[config.mk]
export PLATFORM = sky130hd
export DESIGN_NAME = shift_add_multiplier
export DESIGN_NICKNAME = d
export VERILOG_FILES = /design/src/rtl/mult_pkg.sv /design/src/rtl/full_adder.sv /design/src/rtl/ripple_carry_adder.sv /design/src/rtl/shift_add_multiplier.sv
export SDC_FILE = /design/constraint.sdc
export NUM_CORES = 1
export LEC_CHECK = 0
export CAP_MARGIN = 20
export CORE_MARGIN = 2
export CORE_UTILIZATION = 52
export DETAILED_ROUTE_END_ITERATION = 8
export GPL_TIMING_DRIVEN = 0
export MAX_ROUTING_LAYER = met4
export PLACE_DENSITY = 0.78
export SLEW_MARGIN = 40
export SYNTH_ARGS = -nofsm -noshare
export SYNTH_HDL_FRONTEND = slang
export SYNTH_SLANG_ARGS = --single-unit
[constraint.sdc]
create_clock -name clk -period 2.9 [get_ports clk]
set_input_delay 0.58 -clock clk [delete_from_list [all_inputs] [get_ports clk]]
set_output_delay 0.58 -clock clk [all_outputs]
set_load 0.05 [all_outputs]
[src/rtl/mult_pkg.sv]
// Shared definitions for the shift-and-add multiplier datapath.
// Holds the controller state encoding and the default operand width.
package mult_pkg;

  localparam int MULT_WIDTH_DEFAULT = 4;

  typedef enum logic [1:0] {
    ST_IDLE = 2'd0,
    ST_RUN  = 2'd1,
    ST_DONE = 2'd2
  } mult_state_t;

endpackage : mult_pkg

[src/rtl/full_adder.sv]
// Single-bit full adder cell, the building block of the ripple-carry chain.
module full_adder (
  input  logic a,
  input  logic b,
  input  logic cin,
  output logic sum,
  output logic cout
);

  assign sum  = a ^ b ^ cin;
  assign cout = (a & b) | (cin & (a ^ b));

endmodule : full_adder

[src/rtl/ripple_carry_adder.sv]
// WIDTH-bit ripple-carry adder built from a series chain of full_adder cells.
module ripple_carry_adder #(
  parameter int WIDTH = 4
) (
  input  logic [WIDTH-1:0] A,
  input  logic [WIDTH-1:0] B,
  input  logic             Cin,
  output logic [WIDTH-1:0] S,
  output logic             Cout
);

  logic [WIDTH:0] carry;

  assign carry[0] = Cin;

  for (genvar i = 0; i < WIDTH; i++) begin : g_stage
    full_adder u_fa (
      .a    (A[i]),
      .b    (B[i]),
      .cin  (carry[i]),
      .sum  (S[i]),
      .cout (carry[i+1])
    );
  end

  assign Cout = carry[WIDTH];

endmodule : ripple_carry_adder

[src/rtl/shift_add_multiplier.sv]
// Sequential unsigned shift-and-add multiplier with a start/done handshake.
// One add-and-shift iteration per cycle through a ripple_carry_adder.
//
// state   | meaning
// IDLE    | waiting for start; operands loaded on accept
// RUN     | one add-and-shift iteration per cycle, WIDTH iterations
// DONE    | product valid on P, done pulses for one cycle
module shift_add_multiplier
  import mult_pkg::*;
#(
  parameter int WIDTH = MULT_WIDTH_DEFAULT
) (
  input  logic               clk,
  input  logic               rst,
  input  logic               start,
  input  logic [WIDTH-1:0]   A,
  input  logic [WIDTH-1:0]   B,
  output logic               busy,
  output logic               done,
  output logic [2*WIDTH-1:0] P
);

  localparam int CW = $clog2(WIDTH) + 1;

  mult_state_t state, next_state;

  logic [WIDTH-1:0]   mcand;
  logic [WIDTH-1:0]   acc_hi;
  logic [WIDTH-1:0]   acc_lo;
  logic [CW-1:0]      cnt;
  logic [WIDTH-1:0]   addend;
  logic [WIDTH-1:0]   sum;
  logic               cout;
  logic [2*WIDTH-1:0] shifted;
  logic               last_iter;

  assign addend    = acc_lo[0] ? mcand : '0;
  assign last_iter = (cnt == CW'(WIDTH - 1));

  ripple_carry_adder #(
    .WIDTH (WIDTH)
  ) u_rca (
    .A    (acc_hi),
    .B    (addend),
    .Cin  (1'b0),
    .S    (sum),
    .Cout (cout)
  );

  // The adder carry becomes the new MSB of acc_hi, so nothing is lost.
  assign shifted = {cout, sum, acc_lo[WIDTH-1:1]};

  always_ff @(posedge clk) begin
    if (rst) begin
      state <= ST_IDLE;
    end else begin
      state <= next_state;
    end
  end

  always_comb begin
    next_state = state;
    busy       = 1'b0;
    done       = 1'b0;
    case (state)
      ST_IDLE: begin
        if (start) begin
          next_state = ST_RUN;
        end
      end
      ST_RUN: begin
        busy = 1'b1;
        if (last_iter) begin
          next_state = ST_DONE;
        end
      end
      ST_DONE: begin
        busy       = 1'b1;
        done       = 1'b1;
        next_state = ST_IDLE;
      end
      default: begin
        next_state = ST_IDLE;
      end
    endcase
  end

  always_ff @(posedge clk) begin
    if (rst) begin
      mcand  <= '0;
      acc_hi <= '0;
      acc_lo <= '0;
      cnt    <= '0;
      P      <= '0;
    end else begin
      case (state)
        ST_IDLE: begin
          if (start) begin
            mcand  <= A;
            acc_hi <= '0;
            acc_lo <= B;
            cnt    <= '0;
          end
        end
        ST_RUN: begin
          {acc_hi, acc_lo} <= shifted;
          cnt              <= cnt + CW'(1);
          if (last_iter) begin
            P <= shifted;
          end
        end
        default: begin
        end
      endcase
    end
  end

endmodule : shift_add_multiplier
==> Yosys cells after proc, flatten, opt, wreduce, memory -nomap -nowiden <==
Index checks and enable logic that the tools add are counted.
{ "classes": {"eq_ne": 5, "reduce_logical": 7, "mul": 0, "n_shift": 0, "div_mod_pow": 0, "mux": 12, "bitwise_logic": 17, "order_cmp": 0, "add_sub_neg": 1} }
{ "op_table": {"columns": ["cell", "n"], "rows": [
  ["one-hot mux 4 bit (2 select lines)", 2],
  ["two-way mux 4 bit", 3],
  ["AND reduction 2 bit", 4],
  ["bitwise AND 1 bit", 7],
  ["XOR 1 bit", 7],
  ["one-hot mux 3 bit (2 select lines)", 1],
  ["two-way mux 2 bit", 2],
  ["inequality test 2 bit, second input constant", 2],
  ["one-hot mux 2 bit (2 select lines)", 1],
  ["adder 3 x 1 -> 3 bit, second input constant", 1],
  ["== test 3 x 2 -> 1 bit, second input constant", 1],
  ["two-way mux 3 bit", 1],
  ["OR 1 bit", 3],
  ["== test 2 x 1 -> 1 bit, second input constant", 1],
  ["== test 2 bit, second input constant", 1],
  ["zero test 2 bit", 1],
  ["two-way mux 1 bit", 2],
  ["nonzero test 2 bit", 1],
  ["OR reduction 2 bit", 1]
]} }
{ "totals": {"latchBits": 0, "inputBits": 11, "reg_bits": 25, "n_memories": 0, "romBits": 0, "word_cells": 48, "mem_bits_rw": 0} }

==> Depth between registers and ports, before layout <==
Gate-level depths: netlist (run 1).
{ "depth": {"depth_word": 9, "ltp_mapped": 9} }

==> By module <==
A second synthesis (run 1) with hierarchy kept.
{ "hier_totals": {"cells_unflattened": 127, "area_unflattened_um2": 1151.1} }
{ "by_module_without_submodules": {"columns": ["mod", "area_each_um2", "instances", "cells_per_inst"], "rows": [
  ["shift_add_multiplier", 1071.0, 1, 123],
  ["full_adder", 20.0, 4, 1]
]} }

==> Worst setup path after synthesis (run 1) <==
Ideal clock, no wire load.
{ "synth_timing": {"kind": "reg2reg", "start": "register acc_lo[0]", "end": "register acc_hi[2]", "setup_slack_ns": 0.704, "path_stages_with_launch": 10, "required_ns": 2.830, "arrival_time_ns": 2.126, "synth_period_minus_slack_ns": 2.196, "cell_sequence": "dfxtp_1 > and2_1 > ha_1 > fa_1 > fa_1 > inv_1 > fa_1 > nand2_1 > o211ai_1 > a21oi_1"} }
{ "synth_between": {"elab_chain_len": 8} }
{ "synth_lines": {"columns": ["item", "line_no", "rtl"], "rows": [
  ["from (decl)", "shift_add_multiplier.sv:29", "logic [WIDTH-1:0] acc_lo;"],
  ["from (signal assigned)", "shift_add_multiplier.sv:106", "{acc_hi, acc_lo} <= shifted;"],
  ["two-way mux 4 bit (*)", "shift_add_multiplier.sv:37", "assign addend = acc_lo[0] ? mcand : '0;"],
  ["bitwise AND 1 bit / XOR 1 bit (equally long branches)", "full_adder.sv:11", "assign cout = (a & b) | (cin & (a ^ b));"],
  ["bitwise AND 1 bit", "full_adder.sv:11", null],
  ["OR 1 bit", "full_adder.sv:11", null],
  ["bitwise AND 1 bit", "full_adder.sv:11", null],
  ["OR 1 bit", "full_adder.sv:11", null],
  ["XOR 1 bit (*)", "full_adder.sv:10", "assign sum = a ^ b ^ cin;"],
  ["one-hot mux 4 bit (2 select lines) (*)", "shift_add_multiplier.sv:96", "case (state)"],
  ["to (signal assigned)", "shift_add_multiplier.sv:106", null],
  ["to (decl)", "shift_add_multiplier.sv:28", "logic [WIDTH-1:0] acc_hi;"]
]} }
Mark *: on every way between the ends. The rest lies on a longest branch, timed or not.
A chain may end at the register's enable or synchronous reset.

==> Worst setup path after layout (run 1) <==
{ "layout_timing": {"start": "register state[0]", "end": "output port busy"} }
{ "layout_between": {"elab_chain_len": 3} }
{ "layout_lines": {"columns": ["item", "line_no", "rtl"], "rows": [
  ["from (decl)", "shift_add_multiplier.sv:25", "mult_state_t state, next_state;"],
  ["from (signal assigned)", "shift_add_multiplier.sv:57", "state <= next_state;"],
  ["== test 2 x 1 -> 1 bit / == test 2 bit (equally long branches)", "shift_add_multiplier.sv:65", "case (state)"],
  ["OR reduction 2 bit (no line) (*)", null, null],
  ["two-way mux 1 bit (*)", "shift_add_multiplier.sv:65", null],
  ["to (decl)", "shift_add_multiplier.sv:18", "output logic busy,"]
]} }
Marked as above.

==> results.txt, run 1 <==
Worst VDD drop -> 0.319 mV
multi-input logic area -> 666 um2
io pins -> 21
core footprint -> 2250 um2
setup TNS -> 0 ns
GR Util met2 -> 34.4%
CP Data Arrival Time -> 1.85 ns
status -> finished clean
# rows -> 17
first-pass GRT wire length -> 4370 um
grt total ovfl -> 0
crit-path cells -> inv_1, ha_1, clkdlybuf4s50_1
yosys warns -> 0
DRC -> 0
Seq/Total Area, Yosys -> 39.6%
Mapped Cells -> 139
total track usage -> 21.7%
ys flop type -> dfxtp_1
htree depth -> 1
Synth Area per Inst -> 9.09 um2
Vias per Instance -> 5.45
post-CTS setup repair buffer count -> 0
Post-synth EDFFs -> 0
Synth Register Bits -> 25
fin crit share -> 83.7%
most common cell after layout, fill and taps aside -> nand2_1
busiest layer in global routing -> met2
minimum clock period -> 2.43 ns
CP max FO -> 3
met1 usage -> 29.1%
DIE WIDTH -> 53.3 um
Worst Tran Pin Value -> 0.503 ns
most frequent cells in the layout -> 26 x nand2_1, 25 x dfxtp_1, 19 x clkdlybuf4s50_1
Final Hold Viols -> 0
clock sink total -> 25
Hold-fix buffers, CTS -> 0
Critical-path top delay cell -> clkdlybuf4s50_1
via count of the first global-routing pass -> 948
Post-CTS Resized -> 0
synth-to-layout area growth -> 20.2%
Hold Path Class -> in -> reg
Net Count, Synth -> 159
Max Cap Viol -> 0
count of cell types in the netlist -> 29
Initial Utilization -> 56.0%
initial antenna violation count -> 0
FFs w/ async S/R, synth -> 0%
Storage cell area -> 500 um2
crit-path leading delay family -> buffers and inverters
WS Path Type -> reg -> out
Final Skew -> 0.0103 ns
worst skew pair latency -> 0.32 ns
Clock Pin Slew Worst Setup and Hold Paths -> 0.15 ns
WL final -> 2580 um
Port-buffer cells -> 19
CP bufs+invs -> 2
RSZ-0062 raised after global routing -> false
dpl hpwl -> 1930 um
die height -> 53.3 um
nets -> 183
full die area -> 2840 um2
CP Capture Type -> output port
Leakage -> 0.550 nW
layout cells sized above 1 -> 10.5%
largest net degree at the start of global routing -> 16
Worst Path Required -> 2.32 ns
Root Driver -> clkbuf_4
fmax -> 0.412 GHz
WL/cell -> 13.6 um
total power -> 0.661 mW
clock tree buffer depth -> 2
# setup viols final -> 0
Routability Congestion -> 0.845
largest stage delay on the critical path -> 0.79 ns
Syn Std Cell Area -> 1260 um2
CTS tree -> yes
CP startpoint kind -> flop
total CTS buffers -> 3
pins over their slew limit -> 0
Worst slew margin -> 66.4%
ANT nets after route -> 0
PwrDens -> 435 nW/um2
n_diodes -> 0
DRT iter0 DRCs -> 23
routed vias -> 1035
met3 Track Usage GR -> 2.54%
1st-pass router iterations -> 4
# fillers -> 205
-- power by group --
part / leakage (nW) / switching [mW] / internal, mW
logic: 0.333 / 0.0674 / 0.0607
registers: 0.203 / 0.0121 / 0.359
clock network: 0.0139 / 0.109 / 0.0526
total: 0.550 / 0.189 / 0.472
-- cells in the mapped netlist (2+ instances only) --
cell / number / share of area [%]
a2bb2oi_1: 3 / 2.1
and2_1: 3 / 1.5
buf_6: 2 / 1.8
o211ai_1: 3 / 1.8
a211oi_1: 8 / 4.8
fa_1: 3 / 4.8
clkbuf_1: 2 / 0.59
nand3_1: 4 / 1.6
dfxtp_1: 25 / 40
nor2_1: 8 / 2.4
a32oi_1: 3 / 2.1
buf_4: 2 / 1.2
mux2_2: 3 / 2.7
buf_2: 2 / 0.79
a21oi_1: 17 / 6.7
ha_1: 6 / 5.9
nand2_1: 26 / 7.7
inv_1: 5 / 1.5
mux2i_1: 4 / 3.2
-- kinds of logic after synthesis --
group           count (synthesis)  share of synthesized area (%)
simple gates                   44                           14.9
xor+xnor                        1                          0.693
mux                             8                           7.03
compound gates                 37                           19.4
buf+inv                        15                           7.72
fa+ha+maj                       9                           10.7
flops                          25                           39.6
-- registers in the layout, indices dropped and copies added, names as in the netlist --
signal	flops
cnt	3
acc_lo	4
P	8
state	2
mcand	4
acc_hi	4
-- final timing paths --
path,startpoint,end,slack (ns),cells past startpoint
setup reg to reg,acc_lo[0]$_SDFFE_PP0P_,acc_hi[2]$_SDFFE_PP0P_,0.53,9
setup / recovery,state[0]$_SDFFE_PP0P_,busy,0.47,3
hold reg to reg,P[2]$_SDFFE_PP0P_,P[2]$_SDFFE_PP0P_,0.47,2
hold / removal,rst,acc_lo[0]$_SDFFE_PP0P_,0.43,2
-- layout make-up --
type	count	area share, %
Clock inverter	1	0.494
Tap cell	28	2.31
Buffer	9	4.94
Sequential cell	25	32.9
Multi-Input combinational cell	99	43.8
Timing Repair Buffer	19	12.5
Inverter	6	1.48
Clock buffer	3	1.48
-- metrics by stage --
step                      utilization (%)  hold slack, ns  std cells  cell area, um2  worst slack (ns)
final                                67.4           0.432        190            1520             0.473
after global routing                 67.4           0.426        190            1520             0.399
after CTS                            67.4           0.429        190            1520             0.473
after detailed placement             66.0           0.448        186            1490             0.560
after global placement               66.0           0.444        186            1490             0.609
after floorplan                         -           0.432        139            1260             0.704
-- per-layer routing --
layer / part of all wire, % / wire length (um)
met1: 48 / 1240
met5: 0 / 0
met4: 0.70 / 18
met3: 3.4 / 87
met2: 48 / 1230
No activity file was read; power rests on OpenSTA's default activity.
==> inputs of run 2 (changes only) <==
--- a/config.mk
+++ b/config.mk
@@ -7,11 +7,11 @@
 export LEC_CHECK = 0
 export CAP_MARGIN = 20
 export CORE_MARGIN = 2
-export CORE_UTILIZATION = 52
+export CORE_UTILIZATION = 47
 export DETAILED_ROUTE_END_ITERATION = 8
 export GPL_TIMING_DRIVEN = 0
 export MAX_ROUTING_LAYER = met4
-export PLACE_DENSITY = 0.78
+export PLACE_DENSITY = 0.75
 export SLEW_MARGIN = 40
 export SYNTH_ARGS = -nofsm -noshare
 export SYNTH_HDL_FRONTEND = slang
==> constraint.sdc (replaced) <==
create_clock -name clk -period 2.1 [get_ports clk]
set_input_delay 0.42 -clock clk [delete_from_list [all_inputs] [get_ports clk]]
set_output_delay 0.42 -clock clk [all_outputs]
set_load 0.05 [all_outputs]
==> run 2 against run 1 <==
Net effect:
- the run now ends with setup timing left
- clock skew increased by 0.0087 ns
- final cell count rose by 2.1%
- core utilization is 5.1 points lower
- sequential cell count did not move
- clock-buffer cell count unchanged
- sequential power increased by 38%
- wire length rose by 5.2%
- register-to-register slack got worse by 0.70 ns
- sequential share of layout area fell by 0.92 points
- setup slack got worse by 0.65 ns
- combinational power grew 46%
- cell area rose by 3.4%
- critical path type is now reg -> reg
- largest power group unchanged
==> results.txt, run 2 (synthesized netlist as in run 1, its figures left out) <==
io pins -> 21
fin crit share -> 108%
Worst slew margin -> 65.0%
full die area -> 3120 um2
status -> complete, but fails checks
CP startpoint kind -> flop
Finished Cell Area -> 1570 um2
PwrDens -> 591 nW/um2
Critical-path top delay cell -> fa_2
CP bufs+invs -> 2
nets -> 185
Root Driver -> clkbuf_4
WL final -> 2710 um
total CTS buffers -> 3
placed cell count -> 188
Vias per Instance -> 5.46
Initial Utilization -> 50.1%
Max Used Layer -> met4
# rows -> 18
Non-Filler Instances -> 194
die height -> 55.9 um
first-pass GRT wire length -> 4590 um
largest net degree at the start of global routing -> 16
clock sink total -> 25
RSZ-0062 raised after global routing -> true
worst skew pair latency -> 0.33 ns
hold depth -> 2
WL met3 -> 107 um
minimum clock period -> 2.27 ns
CP Data Arrival Time -> 2.52 ns
Metal-1 WL -> 1240 um
dpl cell area -> 1500 um2
crit-path cells -> and2_4, ha_4, fa_2, fa_2, inv_2, fa_2, buf_4, a211oi_2
worst reg-to-reg path cell count -> 8
violated checks -> setup timing
n_diodes -> 0
final worst slack -> -0.173 ns
clock tree buffer depth -> 2
max reg flops -> 8
WS Path Type -> reg -> reg
WL/cell -> 14.0 um
Worst R2R End -> P[6]$_SDFFE_PP0P_
pins over their slew limit -> 0
Worst Tran Pin Value -> 0.525 ns
Final Skew -> 0.0191 ns
r2r setup slk -> -0.17 ns
# setup viols final -> 2
Worst VDD drop -> 0.661 mV
Port-buffer cells -> 19
core footprint -> 2520 um2
HP Start -> rst
CP Capture Type -> flop
1st-pass router iterations -> 4
WHS -> 0.248 ns
routed vias -> 1059
crit-path leading delay family -> adder cells
via count of the first global-routing pass -> 968
Hold Path Class -> in -> reg
DRT iter0 DRCs -> 13
DRC -> 0
Max Cap Viol -> 0
grt total ovfl -> 0
htree depth -> 1
Leakage -> 0.564 nW
dpl hpwl -> 1960 um
CTS tree -> yes
most common cell after layout, fill and taps aside -> nand2_1
DR WL met2 -> 1350 um
largest stage delay on the critical path -> 0.46 ns
fmax -> 0.440 GHz
Routability Congestion -> 0.797
Worst Path Required -> 2.35 ns
R2R Path Start -> mcand[0]$_SDFFE_PP0P_
synth-to-layout area growth -> 24.3%
most frequent cells in the layout -> 25 x nand2_1, 23 x dfxtp_1, 17 x a21oi_1, 17 x clkdlybuf4s50_1, 8 x nor2_1
Worst Hold End -> acc_lo[0]$_SDFFE_PP0P_
Clock Pin Slew Worst Setup and Hold Paths -> 0.15 ns
DIE WIDTH -> 55.9 um
most flop-heavy register -> P
initial antenna violation count -> 0
CP max FO -> 3
layout cells sized above 1 -> 18.3%
Final Hold Viols -> 0
total track usage -> 19.0%
crit-path most repeated cell -> fa_2
ANT nets after route -> 0
-- run 2: what timing repair did --
| item | CTS | global route |
|---|---|---|
| setup buffers | 1 | 1 |
| hold buffers | 0 | 0 |
| resized for setup | 7 | 4 |
| pin swaps | 2 | 5 |
| setup endpoints to repair | 4 | 3 |
| endpoints found under the hold margin | 0 | 0 |
-- run 2: final cells by class --
class	count	area [um2]
well taps	30	37.5
inverters	6	22.5
flip-flops and latches	25	503
fillers	229	952
clock inverters	1	7.51
plain buffers	9	75.1
repair buffers	21	204
multi-input cells	99	698
clock buffers	3	22.5
-- run 2: layer usage --
metal,vias up,global-route usage [%]
li1,535,-
met1,506,24.7
met2,16,29.9
met3,2,5.58
met4,0,3.06
met5,-,-
-- run 2: worst max path at each step --
stage | startpoint | end | cells after the start
detailed placement | acc_lo[0]$_SDFFE_PP0P_ | acc_hi[2]$_SDFFE_PP0P_ | 9
floorplan | acc_lo[0]$_SDFFE_PP0P_ | acc_hi[2]$_SDFFE_PP0P_ | 8
global route | mcand[0]$_SDFFE_PP0P_ | acc_hi[2]$_SDFFE_PP0P_ | 9
global placement | acc_lo[0]$_SDFFE_PP0P_ | acc_hi[2]$_SDFFE_PP0P_ | 9
CTS | mcand[0]$_SDFFE_PP0P_ | acc_hi[2]$_SDFFE_PP0P_ | 9
finish | mcand[0]$_SDFFE_PP0P_ | P[6]$_SDFFE_PP0P_ | 8
-- run 2: power breakdown --
part	internal [mW]	leakage, nW	total [mW]	switching, mW
logic	0.0887	0.345	0.187	0.0981
registers	0.496	0.204	0.513	0.0170
clock network	0.0730	0.0139	0.227	0.154
total	0.658	0.564	0.927	0.269
-- run 2: stage by stage --
stage	setup TNS [ns]	setup WS, ns	util, %	total power, mW
floorplan	-0.0201	-0.0201	-	0.649
global placement	-0.164	-0.104	59.4	0.694
detailed placement	-0.230	-0.153	59.4	0.701
CTS	-0.224	-0.144	61.6	0.930
global route	-0.423	-0.219	62.3	0.970
finish	-0.331	-0.173	62.3	0.927
